==> src/rtl/camfifo_emulator_if.sv <==
// rtl/camfifo_emulator_if.sv - FIFO pin bundle between capture controller and camera/FIFO emulator
`timescale 1ns/1ps
interface camfifo_emulator_if #(
    parameter int PTR_W = 18
) ();
    logic             fifo_rck;
    logic             fifo_wen;
    logic             fifo_rrstn;
    logic             vsync;
    logic             href;
    logic [7:0]       fifo_data;
    logic [7:0]       frame_id;
    logic [PTR_W-1:0] wr_count;
    logic             underrun;

    modport master (
        output fifo_rck, fifo_wen, fifo_rrstn,
        input  vsync, href, fifo_data, frame_id, wr_count, underrun
    );

    modport slave (
        input  fifo_rck, fifo_wen, fifo_rrstn,
        output vsync, href, fifo_data, frame_id, wr_count, underrun
    );
endinterface

==> src/rtl/camfifo_emulator.sv <==
// rtl/camfifo_emulator.sv - OV7670 + AL422B stand-in: frame timing and a memoryless virtual FIFO
`timescale 1ns/1ps
module camfifo_emulator #(
    parameter int CLK_DIV      = 2,
    parameter int LINE_BYTES   = 640,
    parameter int H_BLANK      = 144,
    parameter int ACTIVE_LINES = 240,
    parameter int VSYNC_LINES  = 3,
    parameter int V_BACK       = 17,
    parameter int V_FRONT      = 10,
    parameter int PTR_W        = 18
) (
    input  logic               i_clk,
    input  logic               i_rstn,
    camfifo_emulator_if.slave  bus
);
    localparam int LINE_LEN   = LINE_BYTES + H_BLANK;
    localparam int FRAME_ROWS = VSYNC_LINES + V_BACK + ACTIVE_LINES + V_FRONT;
    localparam int ACT_START  = VSYNC_LINES + V_BACK;
    localparam int ACT_END    = ACT_START + ACTIVE_LINES;
    localparam int DIV_W      = $clog2(CLK_DIV + 1);
    localparam int COL_W      = $clog2(LINE_LEN + 1);
    localparam int ROW_W      = $clog2(FRAME_ROWS + 1);

    logic [DIV_W-1:0] div;
    logic [COL_W-1:0] col, col_n;
    logic [ROW_W-1:0] row, row_n;
    logic             frame_wrap;
    logic             tick;
    logic             vsync, href;
    logic [7:0]       frame_id;
    logic [PTR_W-1:0] wptr, rptr, wr_count;
    logic [7:0]       stored_frame;
    logic [7:0]       fifo_data;
    logic             underrun;
    logic             rck_q;
    logic             wr, rd_rise;

    assign tick    = (div == DIV_W'(CLK_DIV - 1));
    assign wr      = tick & href & bus.fifo_wen & vsync;
    assign rd_rise = bus.fifo_rck & ~rck_q;

    // Outputs are registered from the next counter values so they line up with the counters.
    always_comb begin
        col_n      = col;
        row_n      = row;
        frame_wrap = 1'b0;
        if (tick) begin
            if (col == COL_W'(LINE_LEN - 1)) begin
                col_n = '0;
                if (row == ROW_W'(FRAME_ROWS - 1)) begin
                    row_n      = '0;
                    frame_wrap = 1'b1;
                end else begin
                    row_n = row + 1'b1;
                end
            end else begin
                col_n = col + 1'b1;
            end
        end
    end

    always_ff @(posedge i_clk) begin
        if (!i_rstn) begin
            div          <= '0;
            col          <= '0;
            row          <= '0;
            vsync        <= 1'b0;
            href         <= 1'b0;
            frame_id     <= '0;
            wptr         <= '0;
            rptr         <= '0;
            wr_count     <= '0;
            stored_frame <= '0;
            fifo_data    <= 8'h00;
            underrun     <= 1'b0;
            rck_q        <= 1'b0;
        end else begin
            div   <= tick ? '0 : div + 1'b1;
            col   <= col_n;
            row   <= row_n;
            vsync <= (row_n >= ROW_W'(VSYNC_LINES));
            href  <= (row_n >= ROW_W'(ACT_START)) && (row_n < ROW_W'(ACT_END)) &&
                     (col_n < COL_W'(LINE_BYTES));
            if (frame_wrap)
                frame_id <= frame_id + 8'd1;

            // VSYNC low doubles as the write-pointer reset, as on the real module.
            if (!vsync) begin
                wptr <= '0;
            end else if (wr) begin
                if (wptr == '0) begin
                    stored_frame <= frame_id;
                    wr_count     <= PTR_W'(1);
                end else begin
                    wr_count     <= wptr + 1'b1;
                end
                wptr <= wptr + 1'b1;
            end

            // Reads see the pre-write wr_count and stored_frame when both happen on one edge.
            rck_q <= bus.fifo_rck;
            if (rd_rise) begin
                if (!bus.fifo_rrstn) begin
                    rptr     <= '0;
                    underrun <= 1'b0;
                end else if (rptr < wr_count) begin
                    fifo_data <= rptr[7:0] + stored_frame;
                    rptr      <= rptr + 1'b1;
                end else begin
                    fifo_data <= 8'hEE;
                    underrun  <= 1'b1;
                    rptr      <= rptr + 1'b1;
                end
            end
        end
    end

    assign bus.vsync     = vsync;
    assign bus.href      = href;
    assign bus.fifo_data = fifo_data;
    assign bus.frame_id  = frame_id;
    assign bus.wr_count  = wr_count;
    assign bus.underrun  = underrun;
endmodule

==> src/flat_wrapper.sv <==
// flat-port wrapper written by rule: the top's interface ports become plain ports
module camfifo_emulator_flat 
#(
    parameter int CLK_DIV      = 2,
    parameter int LINE_BYTES   = 640,
    parameter int H_BLANK      = 144,
    parameter int ACTIVE_LINES = 240,
    parameter int VSYNC_LINES  = 3,
    parameter int V_BACK       = 17,
    parameter int V_FRONT      = 10,
    parameter int PTR_W        = 18
)
  (i_clk, i_rstn, bus_fifo_rck, bus_fifo_wen, bus_fifo_rrstn, bus_vsync, bus_href, bus_fifo_data, bus_frame_id, bus_wr_count, bus_underrun);
  camfifo_emulator_if #(.PTR_W(PTR_W)) bus_i ();
  input  logic i_clk;
  input  logic i_rstn;
  input wire logic [$bits(bus_i.fifo_rck)-1:0] bus_fifo_rck;
  input wire logic [$bits(bus_i.fifo_wen)-1:0] bus_fifo_wen;
  input wire logic [$bits(bus_i.fifo_rrstn)-1:0] bus_fifo_rrstn;
  output wire logic [$bits(bus_i.vsync)-1:0] bus_vsync;
  output wire logic [$bits(bus_i.href)-1:0] bus_href;
  output wire logic [$bits(bus_i.fifo_data)-1:0] bus_fifo_data;
  output wire logic [$bits(bus_i.frame_id)-1:0] bus_frame_id;
  output wire logic [$bits(bus_i.wr_count)-1:0] bus_wr_count;
  output wire logic [$bits(bus_i.underrun)-1:0] bus_underrun;
  assign bus_i.fifo_rck = bus_fifo_rck;
  assign bus_i.fifo_wen = bus_fifo_wen;
  assign bus_i.fifo_rrstn = bus_fifo_rrstn;
  assign bus_vsync = bus_i.vsync;
  assign bus_href = bus_i.href;
  assign bus_fifo_data = bus_i.fifo_data;
  assign bus_frame_id = bus_i.frame_id;
  assign bus_wr_count = bus_i.wr_count;
  assign bus_underrun = bus_i.underrun;
  camfifo_emulator #(.CLK_DIV(CLK_DIV), .LINE_BYTES(LINE_BYTES), .H_BLANK(H_BLANK), .ACTIVE_LINES(ACTIVE_LINES), .VSYNC_LINES(VSYNC_LINES), .V_BACK(V_BACK), .V_FRONT(V_FRONT), .PTR_W(PTR_W)) u_core (.i_clk(i_clk), .i_rstn(i_rstn), .bus(bus_i));
endmodule
==> config.mk <==
export PLATFORM = sky130hd
export DESIGN_NAME = camfifo_emulator_flat
export DESIGN_NICKNAME = d
export VERILOG_FILES = /design/src/rtl/camfifo_emulator_if.sv /design/src/rtl/camfifo_emulator.sv /design/src/flat_wrapper.sv
export SDC_FILE = /design/constraint.sdc
export NUM_CORES = 1
export LEC_CHECK = 0
export BUFFER_PORTS_ARGS = -buffer_cell sky130_fd_sc_hd__buf_2
export CAP_MARGIN = 5
export CORE_UTILIZATION = 54
export DETAILED_ROUTE_END_ITERATION = 10
export HOLD_SLACK_MARGIN = 0.03
export PLACE_DENSITY = 0.76
export SKIP_CTS_REPAIR_TIMING = 1
export SLEW_MARGIN = 25
export SYNTH_ARGS = -nofsm -noshare
export SYNTH_HDL_FRONTEND = slang
export SYNTH_SLANG_ARGS = --single-unit
export TNS_END_PERCENT = 5
==> constraint.sdc <==
create_clock -name i_clk -period 2.3 [get_ports i_clk]
set_input_delay 0.46 -clock i_clk [delete_from_list [all_inputs] [get_ports i_clk]]
set_output_delay 0.46 -clock i_clk [all_outputs]
set_load 0.02 [all_outputs]
# --- After elaboration in Yosys (flattened, before gate mapping) ---
# Cells that the tools add are included.
word_totals:
  regBits: 103
  in_bits: 5
  out_inout_bits: 37
  wordCells: 57
op_classes:
  add_sub_neg: 7
  n_lt_le_gt_ge: 5
  eq_ne: 4
  mux: 13
  bitwise_logic: 6
  n_reduce_logical: 9
ops:
  columns: ["operator", "n"]
  rows:
  - ["$add A18 B1 Y18 const B", 2]
  - ["$mux W18", 2]
  - ["$mux W9", 3]
  - ["$mux W10", 2]
  - ["$logic_not A18 Y1", 1]
  - ["$lt A18 B18 Y1", 1]
  - ["$add A10 B1 Y10 const B", 1]
  - ["$eq A10 B10 Y1 const B", 1]
  - ["$lt A10 B10 Y1 const B", 1]
  - ["$add A9 B1 Y9 const B", 1]
  - ["$eq A9 B9 Y1 const B", 1]
  - ["$ge A9 B2 Y1 const B", 1]
  - ["$ge A9 B5 Y1 const B", 1]
  - ["$lt A9 B9 Y1 const B", 1]
  - ["$add A8 B1 Y8 const B", 1]
  - ["$add A8 B8 Y8", 1]
  - ["$mux W8", 1]
  - ["$reduce_and A2 Y1", 4]
  - ["$mux W1", 5]
  - ["$and A1 B1 Y1", 4]
  - ["$reduce_and A3 Y1", 1]
  - ["$add A2 B1 Y2 const B", 1]
  - ["$eq A2 B1 Y1 const B", 1]
  - ["$logic_and A1 B1 Y1", 2]
  - ["other kinds (3)", 4]

# --- Logic depth before layout (Yosys ltp) ---
# Gate-level depths: netlist (run 1).
logic_depth:
  word_depth: 7
  depth_mapped: 10
  mapped_depth_nobuf: 9

# --- Worst setup path before layout (run 1) ---
# Ideal clock, no wire load.
synth_path:
  kind: "flip-flop to flip-flop"
  start: "register u_core.col[6]"
  end: "register u_core.vsync, in the netlist u_core.bus.vsync"
  setup_time_ns: 0.120
  t_arrival_ns: 2.249
  required_ns: 2.180
  slack_ns: -0.069
  path_stages_with_launch: 8
  n_path_buf: 1
  synth_period_minus_slack_ns: 2.369
  path_cell_list: "dfxtp_1 -> or4_4 -> or3_1 -> buf_2 -> o31a_1 -> nor3_2 -> nand4_1 -> o31a_1"
synth_via:
  elab_chain_len: 4
synth_lines:
  columns: ["element", "line_no", "text"]
  rows:
  - ["start: declaration", "camfifo_emulator.sv:26", "logic [COL_W-1:0] col, col_n;"]
  - ["start signal: assignment", "camfifo_emulator.sv:80", "col <= col_n;"]
  - ["$eq A10 B10 Y1", "camfifo_emulator.sv:49", "if (col == COL_W'(LINE_LEN - 1)) begin"]
  - ["$mux W9", "camfifo_emulator.sv:49", null]
  - ["$mux W9", "camfifo_emulator.sv:48", "if (tick) begin"]
  - ["$ge A9 B2 Y1", "camfifo_emulator.sv:82", "vsync <= (row_n >= ROW_W'(VSYNC_LINES));"]
  - ["end signal: assignment", "camfifo_emulator.sv:82", null]
  - ["end: declaration", "camfifo_emulator.sv:30", "logic vsync, href;"]
# Every way passes these cells.
# A chain may end at the register's enable or synchronous reset.

# --- Final worst setup path (run 1) ---
layout_path:
  start: "register u_core.col[6]"
  end: "register u_core.href, in the netlist u_core.bus.href"
layout_via:
  elab_chain_len: 6
  elab_cells_between_ends: 11
  cone_classes: "1 x add/sub; 3 x order compare; 1 x eq/ne; 4 x mux; 2 x reduce/logical"
layout_lines:
  columns: ["element", "line_no", "text"]
  rows:
  - ["branches (longest 5 deep; another with $add A10 B1 Y10)", null, null]
  - ["$logic_and A1 B1 Y1 (*)", "camfifo_emulator.sv:83", "href <= (row_n >= ROW_W'(ACT_START)) && (row_n < ROW_W'(ACT_END)) &&"]
  - ["end signal: assignment", "camfifo_emulator.sv:83", null]
  - ["end: declaration", "camfifo_emulator.sv:30", null]
# Mark *: on every way between the ends.

==> impl_summary.log, run 1 <==
INFO  metric result_of_the_run = finished with violations
INFO  metric violations_in_the_final_reports = negative setup slack
INFO  metric drt-initial-drc-count = about 190
INFO  metric cts.htree.levels = 3
INFO  metric ir_drop = between 300 and 400 uV
INFO  metric wl_met1 = 5350 um
INFO  metric synth.yosys.seq_area_share = 0.384
INFO  metric combinationalPowerShare = 0.042
INFO  metric seq_power_share = 0.591
INFO  metric grt_setup_unrepaired = true
INFO  metric final_antenna_net_count = 0
INFO  metric cp-start-kind = flip-flop
INFO  metric final.period_utilization = 1.03
INFO  metric num-nets-final = 727
INFO  metric report.final.setup_viol = 2
INFO  metric max_cap_violations = 0
INFO  metric via_per_inst = about 5.5
INFO  metric hold_violations = 0
INFO  metric net-switching-power = approximately 0.69 mW
INFO  metric clock-root-buffer = sky130_fd_sc_hd__clkbuf_8
INFO  metric grt_start_max_net_pins = between 40 and 50
INFO  metric die_height = around 100 um
INFO  metric cts_tree = yes
INFO  metric finalWeightedCongestion = ~0.86
INFO  metric cts_max_path_buffers = 2
INFO  metric internal-power = 2.38 mW
INFO  metric detailedPlacementHpwl = between 8000 and 9000 um
INFO  metric minimum_period_implied_by_the_final_worst_setup_slack = 2370 ps
INFO  metric dr_wl_met3 = between 400 and 500 um
INFO  metric placement_rows = 36
INFO  metric first_global_vias = ~4300
INFO  metric finalWirelength = between 10000 and 15000 um
INFO  metric die-area = slightly above 0.01 mm^2
INFO  metric synth_fp_nets = between 600 and 700
INFO  metric initial_utilization = 0.554
INFO  metric power_switching_share = 0.224
INFO  metric clkSlewWorstSetupHoldPaths = 100 ps
INFO  metric place_worst_setup_slack = -97.7 ps
INFO  metric dr.max_layer_used = met4
INFO  metric io_buffers = 41
INFO  metric clock_sinks = approximately 100
INFO  metric insertedDiodeCount = 0
INFO  metric detail_route.drc_violations = 0
INFO  metric floorplan.io_pins = 42
INFO  metric power = slightly above 3 mW
INFO  metric fin_skew = 13.9 ps
INFO  metric cp.required = between 2000 and 3000 ps
INFO  metric detailroute.wirelength.met2 = 5280 um
INFO  metric drt_pass1_iterations = 4
INFO  metric main_synth_ff_type = sky130_fd_sc_hd__dfxtp_1
INFO  metric layout-drive-gt1-share = 0.147
INFO  metric first_pass_grt_wire_length = around 19000 um
INFO  metric cp-end-kind = flip-flop
INFO  metric fmax = around 0.42 GHz
INFO  metric netlist_instances = roughly 630
INFO  metric synth.avg_cell_area = around 8.6 um^2
INFO  metric worst-setup-path-type = reg -> reg
INFO  metric synth_cell_types = 48
INFO  metric power.density_cell_area = 500 mW/mm^2
INFO  metric cts_inserted_buffers = 9
INFO  metric min_path_type = in -> reg
INFO  metric floorplan.die.width = 102 um
INFO  metric share_clk_of_total_power = 0.367
INFO  metric cell_area_after_synthesis = about 0.0054 mm^2
INFO  metric ys_ff_latch = approximately 100
INFO  metric timing_worst_slew_pin_value = 633 ps
INFO  metric routedWlPerCell = about 14 um
INFO  metric fraction_of_registers_with_async_set_reset = 0
INFO  metric layout-area-overhead-vs-synth = 14.4%
INFO  metric timing_max_transition_violations_final = 0
INFO  metric synth_enable_flop_cells = 0
INFO  metric coreArea = 0.00968 mm^2
INFO  metric worst_ep_arrival_time = roughly 2700 ps
INFO  metric groute.usage.overall = 0.231
INFO  metric leakage = around 2.6 nW
INFO  metric route.vias.total = 4536
INFO  metric clock_latency = 380 ps
INFO  metric antenna_found_initial = 0
INFO  metric overflow = 0
INFO  metric critical_path_peak_fanout = 8
INFO  metric synth.yosys.warnings = 0
INFO  metric setup_ws = -72.8 ps
INFO  metric slew_headroom = 0.577
[state kept, by name (all words and copies together) (netlist names)]
signal,count
u_core.col,10
u_core.stored_frame,8
u_core.rptr,18
u_core.bus.frame_id,8
u_core.bus.fifo_data,8
u_core.bus.href,1
u_core.bus.underrun,1
u_core.wptr,18
u_core.row,9
u_core.bus.wr_count,18
u_core.bus.vsync,1
u_core.div,2
u_core.rck_q,1
[path summary, 6_finish.rpt]
path	start	to	slack [ps]	depth (start not counted)
min reg2reg	u_core.div[0]	u_core.div[0]	430	1
max	u_core.col[6]	u_core.bus.href	-70	7
max reg2reg	u_core.col[6]	u_core.bus.href	-70	7
min	bus_fifo_rck	u_core.rck_q	290	2
[power by group through the flow]
stage               Combinational, mW  Sequential (mW)  Clock [mW]
detailed placement              0.129             1.86           0
finish                          0.129             1.81        1.13
global placement                0.126             1.85           0
floorplan                      0.0731             1.87           0
global route                    0.146             1.82        1.22
CTS                             0.129             1.81        1.16
[routing by layer]
layer  vias to the layer above  track usage
met5                         -            0
met4                         0       0.0713
met3                        14       0.0656
met2                        64        0.391
met1                      2143        0.284
li1                       2315            -
[layout by cell type, fill, tap and decap left out, types with 3 or more instances in the layout]
master / count
sky130_fd_sc_hd__a211oi_1: 3
sky130_fd_sc_hd__a21boi_0: 6
sky130_fd_sc_hd__a21o_1: 9
sky130_fd_sc_hd__a21oi_1: 19
sky130_fd_sc_hd__a31oi_1: 11
sky130_fd_sc_hd__and2_1: 17
sky130_fd_sc_hd__and3_1: 9
sky130_fd_sc_hd__and4_1: 5
sky130_fd_sc_hd__buf_2: 41
sky130_fd_sc_hd__buf_4: 35
sky130_fd_sc_hd__clkbuf_8: 10
sky130_fd_sc_hd__dfxtp_1: 101
sky130_fd_sc_hd__ha_1: 32
sky130_fd_sc_hd__inv_1: 29
sky130_fd_sc_hd__mux2i_1: 9
sky130_fd_sc_hd__nand2_1: 53
sky130_fd_sc_hd__nand2b_1: 6
sky130_fd_sc_hd__nand3_1: 24
sky130_fd_sc_hd__nand4_1: 26
sky130_fd_sc_hd__nor2_1: 57
sky130_fd_sc_hd__nor2b_1: 17
sky130_fd_sc_hd__nor3_1: 14
sky130_fd_sc_hd__nor4_1: 8
sky130_fd_sc_hd__o211a_1: 12
sky130_fd_sc_hd__o21a_1: 3
sky130_fd_sc_hd__o21ai_0: 27
sky130_fd_sc_hd__or3_1: 11
sky130_fd_sc_hd__xnor2_1: 28
sky130_fd_sc_hd__xor2_1: 35
[critical path, cell delays in order (launching register included)]
cell and delay [ps]:
sky130_fd_sc_hd__dfxtp_2 330, sky130_fd_sc_hd__or4_4 530, sky130_fd_sc_hd__or3_4 450, sky130_fd_sc_hd__nor4_1 520, sky130_fd_sc_hd__nor3_2 120, sky130_fd_sc_hd__nand4_1 140, sky130_fd_sc_hd__buf_4 130, sky130_fd_sc_hd__o22ai_2 60
[kinds of logic after synthesis]
| group | after synthesis | synth area share |
|---|---|---|
| and+or+nand+nor | 261 | 0.252 |
| muxes | 9 | 0.0168 |
| buffers and inverters | 55 | 0.0387 |
| AOI/OAI and AO/OA | 103 | 0.128 |
| xor gates and xnor gates | 63 | 0.103 |
| adders and majority gates | 33 | 0.0783 |
| DFF | 103 | 0.384 |
[per-stage QoR]
stage          hold WS [ps]  area (um^2)  setup TNS (ps)  utilization  instances
6_report                294         6140            -140        0.634        826
5_1_grt                 292         6140            -276        0.634        826
4_1_cts                 282         6100            -287        0.629        824
3_5_place_dp            419         5910            -181        0.610        809
3_3_place_gp            406         5910           -23.1        0.610        809
2_1_floorplan           398         5370           -1.18            -        627
[cells in the mapped netlist, types with 17 or more instances]
cell type                  instances  area share
sky130_fd_sc_hd__a21oi_1          19       0.018
sky130_fd_sc_hd__xnor2_1          28       0.046
sky130_fd_sc_hd__ha_1             32       0.075
sky130_fd_sc_hd__o21ai_0          27       0.025
sky130_fd_sc_hd__clkbuf_1         25       0.017
sky130_fd_sc_hd__nand3_1          24       0.022
sky130_fd_sc_hd__dfxtp_1         103        0.38
sky130_fd_sc_hd__nand2_1          53       0.037
sky130_fd_sc_hd__nand4_1          26       0.030
sky130_fd_sc_hd__inv_1            29       0.020
sky130_fd_sc_hd__xor2_1           35       0.057
sky130_fd_sc_hd__nor2_1           57       0.040
sky130_fd_sc_hd__nor2b_1          17       0.020
sky130_fd_sc_hd__and2_1           17       0.020
[area by class of cell]
type | count | area (um^2)
Fill cell | 850 | 3540
Multi-Input combinational cell | 469 | 3120
Sequential cell | 103 | 2060
Timing Repair Buffer | 77 | 488
Tap cell | 133 | 166
Clock buffer | 12 | 145
Inverter | 29 | 109
Clock inverter | 3 | 43.8
Note: power is estimated with default switching activity, not from simulation.
==> run 2, diff against run 1 <==
CORE_UTILIZATION = 65   (was 54)
PLACE_DENSITY = 0.85   (was 0.76)
REMOVE_ABC_BUFFERS = 1   (was not set)
clock period = 2.9 ns   (was 2.3 ns; I/O delays follow)
==> run 2 against run 1 <==
The flow now finishes without violations. Die area is 17% lower. Sequential share of layout area is 1.5 points higher. Clock skew is 6.1 ps lower. Via count is 0.64% higher. Worst setup slack better by 460 ps. Sequential cell count stayed put. Hold slack better by 140 ps. Combinational power is 29% lower. Highest routed layer unchanged.
==> impl_summary.log, run 2 (synthesized netlist as in run 1, its figures left out) <==
INFO  metric result_of_the_run = finished clean
INFO  metric rr_startpoint = u_core.col[6]
INFO  metric fin_skew = 7.86 ps (-6.07 ps)
INFO  metric cts_max_path_buffers = 2 (unchanged)
INFO  metric drt-initial-drc-count = 263 (+42%)
INFO  metric share_clk_of_total_power = 0.363 (-0.004)
INFO  metric insertedDiodeCount = 0 (unchanged)
INFO  metric minimum_period_implied_by_the_final_worst_setup_slack = 2520 ps (+142 ps)
INFO  metric initial_utilization = 0.684 (+0.130)
INFO  metric grt_setup_unrepaired = false
INFO  metric num-nets-final = 701 (-3.6%)
INFO  metric leading_cell_types_in_the_layout_fill_and_taps_excluded = sky130_fd_sc_hd__dfxtp_1 (103), sky130_fd_sc_hd__nor2_1 (57), sky130_fd_sc_hd__nand2_1 (53), sky130_fd_sc_hd__buf_2 (41), sky130_fd_sc_hd__xor2_1 (35)
INFO  metric r2r_cells = 7 (unchanged)
INFO  metric worstSetupStartpoint = u_core.col[6]
INFO  metric finish.utilization = 0.748 (+0.114)
INFO  metric layout-drive-gt1-share = 0.109 (-0.0379)
INFO  metric worst-setup-path-type = reg -> reg
INFO  metric detail_route.drc_violations = 0 (unchanged)
INFO  metric power.density_cell_area = 410 mW/mm^2 (-18%)
INFO  metric worst_ep_arrival_time = 2770 ps (+120 ps)
INFO  metric multi_input_area = 0.00310 mm^2 (-0.72%)
INFO  metric die_height = 92.9 um (-8.7%)
INFO  metric clock_latency = 370 ps (about the same)
INFO  metric cp-start-kind = flip-flop
INFO  metric cts_inserted_buffers = 9 (unchanged)
INFO  metric grt_start_max_net_pins = 35 (-24%)
INFO  metric finalWirelength = 11300 um (+0.37%)
INFO  metric worstSetupEndpoint = u_core.bus.vsync
INFO  metric cp.required = 3160 ps (+590 ps)
INFO  metric timing_worst_slew_pin_value = 788 ps (+155 ps)
INFO  metric worst_case_register_to_register_setup_slack = 380 ps (+460 ps)
INFO  metric combinationalPowerShare = 0.038 (-0.004)
INFO  metric final_antenna_net_count = 0 (unchanged)
INFO  metric floorplan.io_pins = 42 (unchanged)
INFO  metric first_pass_grt_wire_length = 19100 um (+1.9%)
INFO  metric leakage = 2.41 nW (-5.7%)
INFO  metric slew_headroom = 0.475 (-0.102)
INFO  metric via_per_inst = 5.93 (+8.0%)
INFO  metric report.final.setup_viol = 0 (-2)
INFO  metric final.period_utilization = 0.867 (-0.164)
INFO  metric hold_violations = 0 (unchanged)
INFO  metric setup_total_negative_slack = 0 ps (+140 ps)
INFO  metric first_global_vias = 4270 (-0.047%)
INFO  metric antenna_found_initial = 0 (unchanged)
INFO  metric finalWeightedCongestion = 0.864 (+0.61%)
INFO  metric clock_sinks = 103 (unchanged)
INFO  metric overflow = 0 (unchanged)
INFO  metric floorplan.die.width = 92.9 um (-8.7%)
INFO  metric clkSlewWorstSetupHoldPaths = 90 ps (about the same)
INFO  metric detailedPlacementHpwl = 8180 um (-0.56%)
INFO  metric clock-root-buffer = sky130_fd_sc_hd__clkbuf_8
INFO  metric r2r_end = u_core.bus.vsync
INFO  metric ir_drop = 350 uV (+12%)
INFO  metric io_buffers = 41 (unchanged)
INFO  metric layout-area-overhead-vs-synth = 9.37%
INFO  metric placement_rows = 32 (-11%)
INFO  metric fmax = 0.398 GHz (-5.7%)
INFO  metric power_switching_share = 0.226 (+0.00178)
INFO  metric max_cap_violations = 0 (unchanged)
INFO  metric cp-end-kind = flip-flop
INFO  metric critical_path_peak_fanout = 13 (+5)
INFO  metric drt_pass1_iterations = 4 (unchanged)
INFO  metric min_path_type = reg -> reg
INFO  metric layout_commonest_cell = sky130_fd_sc_hd__dfxtp_1
INFO  metric timing_max_transition_violations_final = 0 (unchanged)
INFO  metric hold_path.startpoint = u_core.div[0]
INFO  metric cts.htree.levels = 3 (unchanged)
INFO  metric routedWlPerCell = 14.6 um (+7.7%)
INFO  metric coreArea = 0.00785 mm^2 (-19%)
INFO  metric groute.usage.overall = 0.274 (+0.0426)
INFO  metric die-area = 0.00862 mm^2 (-17%)
INFO  metric cts_tree = yes
INFO  metric route.vias.total = 4565 (+0.64%)
INFO  metric fill_cells = 603 (-29%)
INFO  metric regArea = 0.00206 mm^2 (-0.12%)
INFO  metric top_regs = u_core.bus.wr_count x18, u_core.rptr x18, u_core.wptr x18
INFO  metric net-switching-power = 0.543 mW (-21%)
INFO  metric internal-power = 1.86 mW (-22%)
INFO  metric seq_power_share = 0.599 (+0.008)
## run 2: cell type report
type,count,share of cell area
Clock inverter,5,0.0100
Multi-Input combinational cell,469,0.528
Timing Repair Buffer,51,0.0478
Tap cell,102,0.0217
Clock buffer,11,0.0224
Sequential cell,103,0.351
Inverter,29,0.0185
## run 2: worst min path at each step
stage / endpoint / depth (start not counted)
final: u_core.div[0] / 1
after global placement: u_core.div[0] / 1
after detailed placement: u_core.div[0] / 1
after CTS: u_core.div[0] / 1
after floorplan: u_core.div[0] / 1
after global routing: u_core.rck_q / 2
## run 2: worst max-delay path, cell delays in order (launching register included)
cell and delay [ps]:
sky130_fd_sc_hd__dfxtp_1 360, sky130_fd_sc_hd__or4_4 570, sky130_fd_sc_hd__or3_1 420, sky130_fd_sc_hd__buf_4 210
sky130_fd_sc_hd__a21o_1 170, sky130_fd_sc_hd__a21oi_1 230, sky130_fd_sc_hd__nand4_1 150, sky130_fd_sc_hd__o31a_1 300
## run 2: metrics by stage
stage,setup slack (ps),power (mW),instance area [um^2],std cells,hold WS (ps)
after detailed placement,419,1.57,5680,754,425
final,385,2.41,5870,770,433
after floorplan,386,1.53,5270,601,398
after global placement,499,1.56,5680,754,407
after CTS,414,2.42,5870,770,438
after global routing,169,2.49,5870,770,448
## run 2: power by group through the flow
stage                     sequential, mW  combinational (mW)  clock [mW]
after floorplan                     1.48              0.0466           0
after global placement              1.47              0.0869           0
final                               1.44              0.0922       0.873
after detailed placement            1.47              0.0914           0
after CTS                           1.44              0.0920       0.890
after global routing                1.44               0.102       0.944
## run 2: layer usage
layer,vias up,track usage,share of wire,wire length (um)
met5,-,0,0,0
met4,0,0.117,0.023,255
met3,24,0.0484,0.049,550
met2,140,0.468,0.48,5450
met1,2143,0.337,0.44,5000
li1,2258,-,-,-
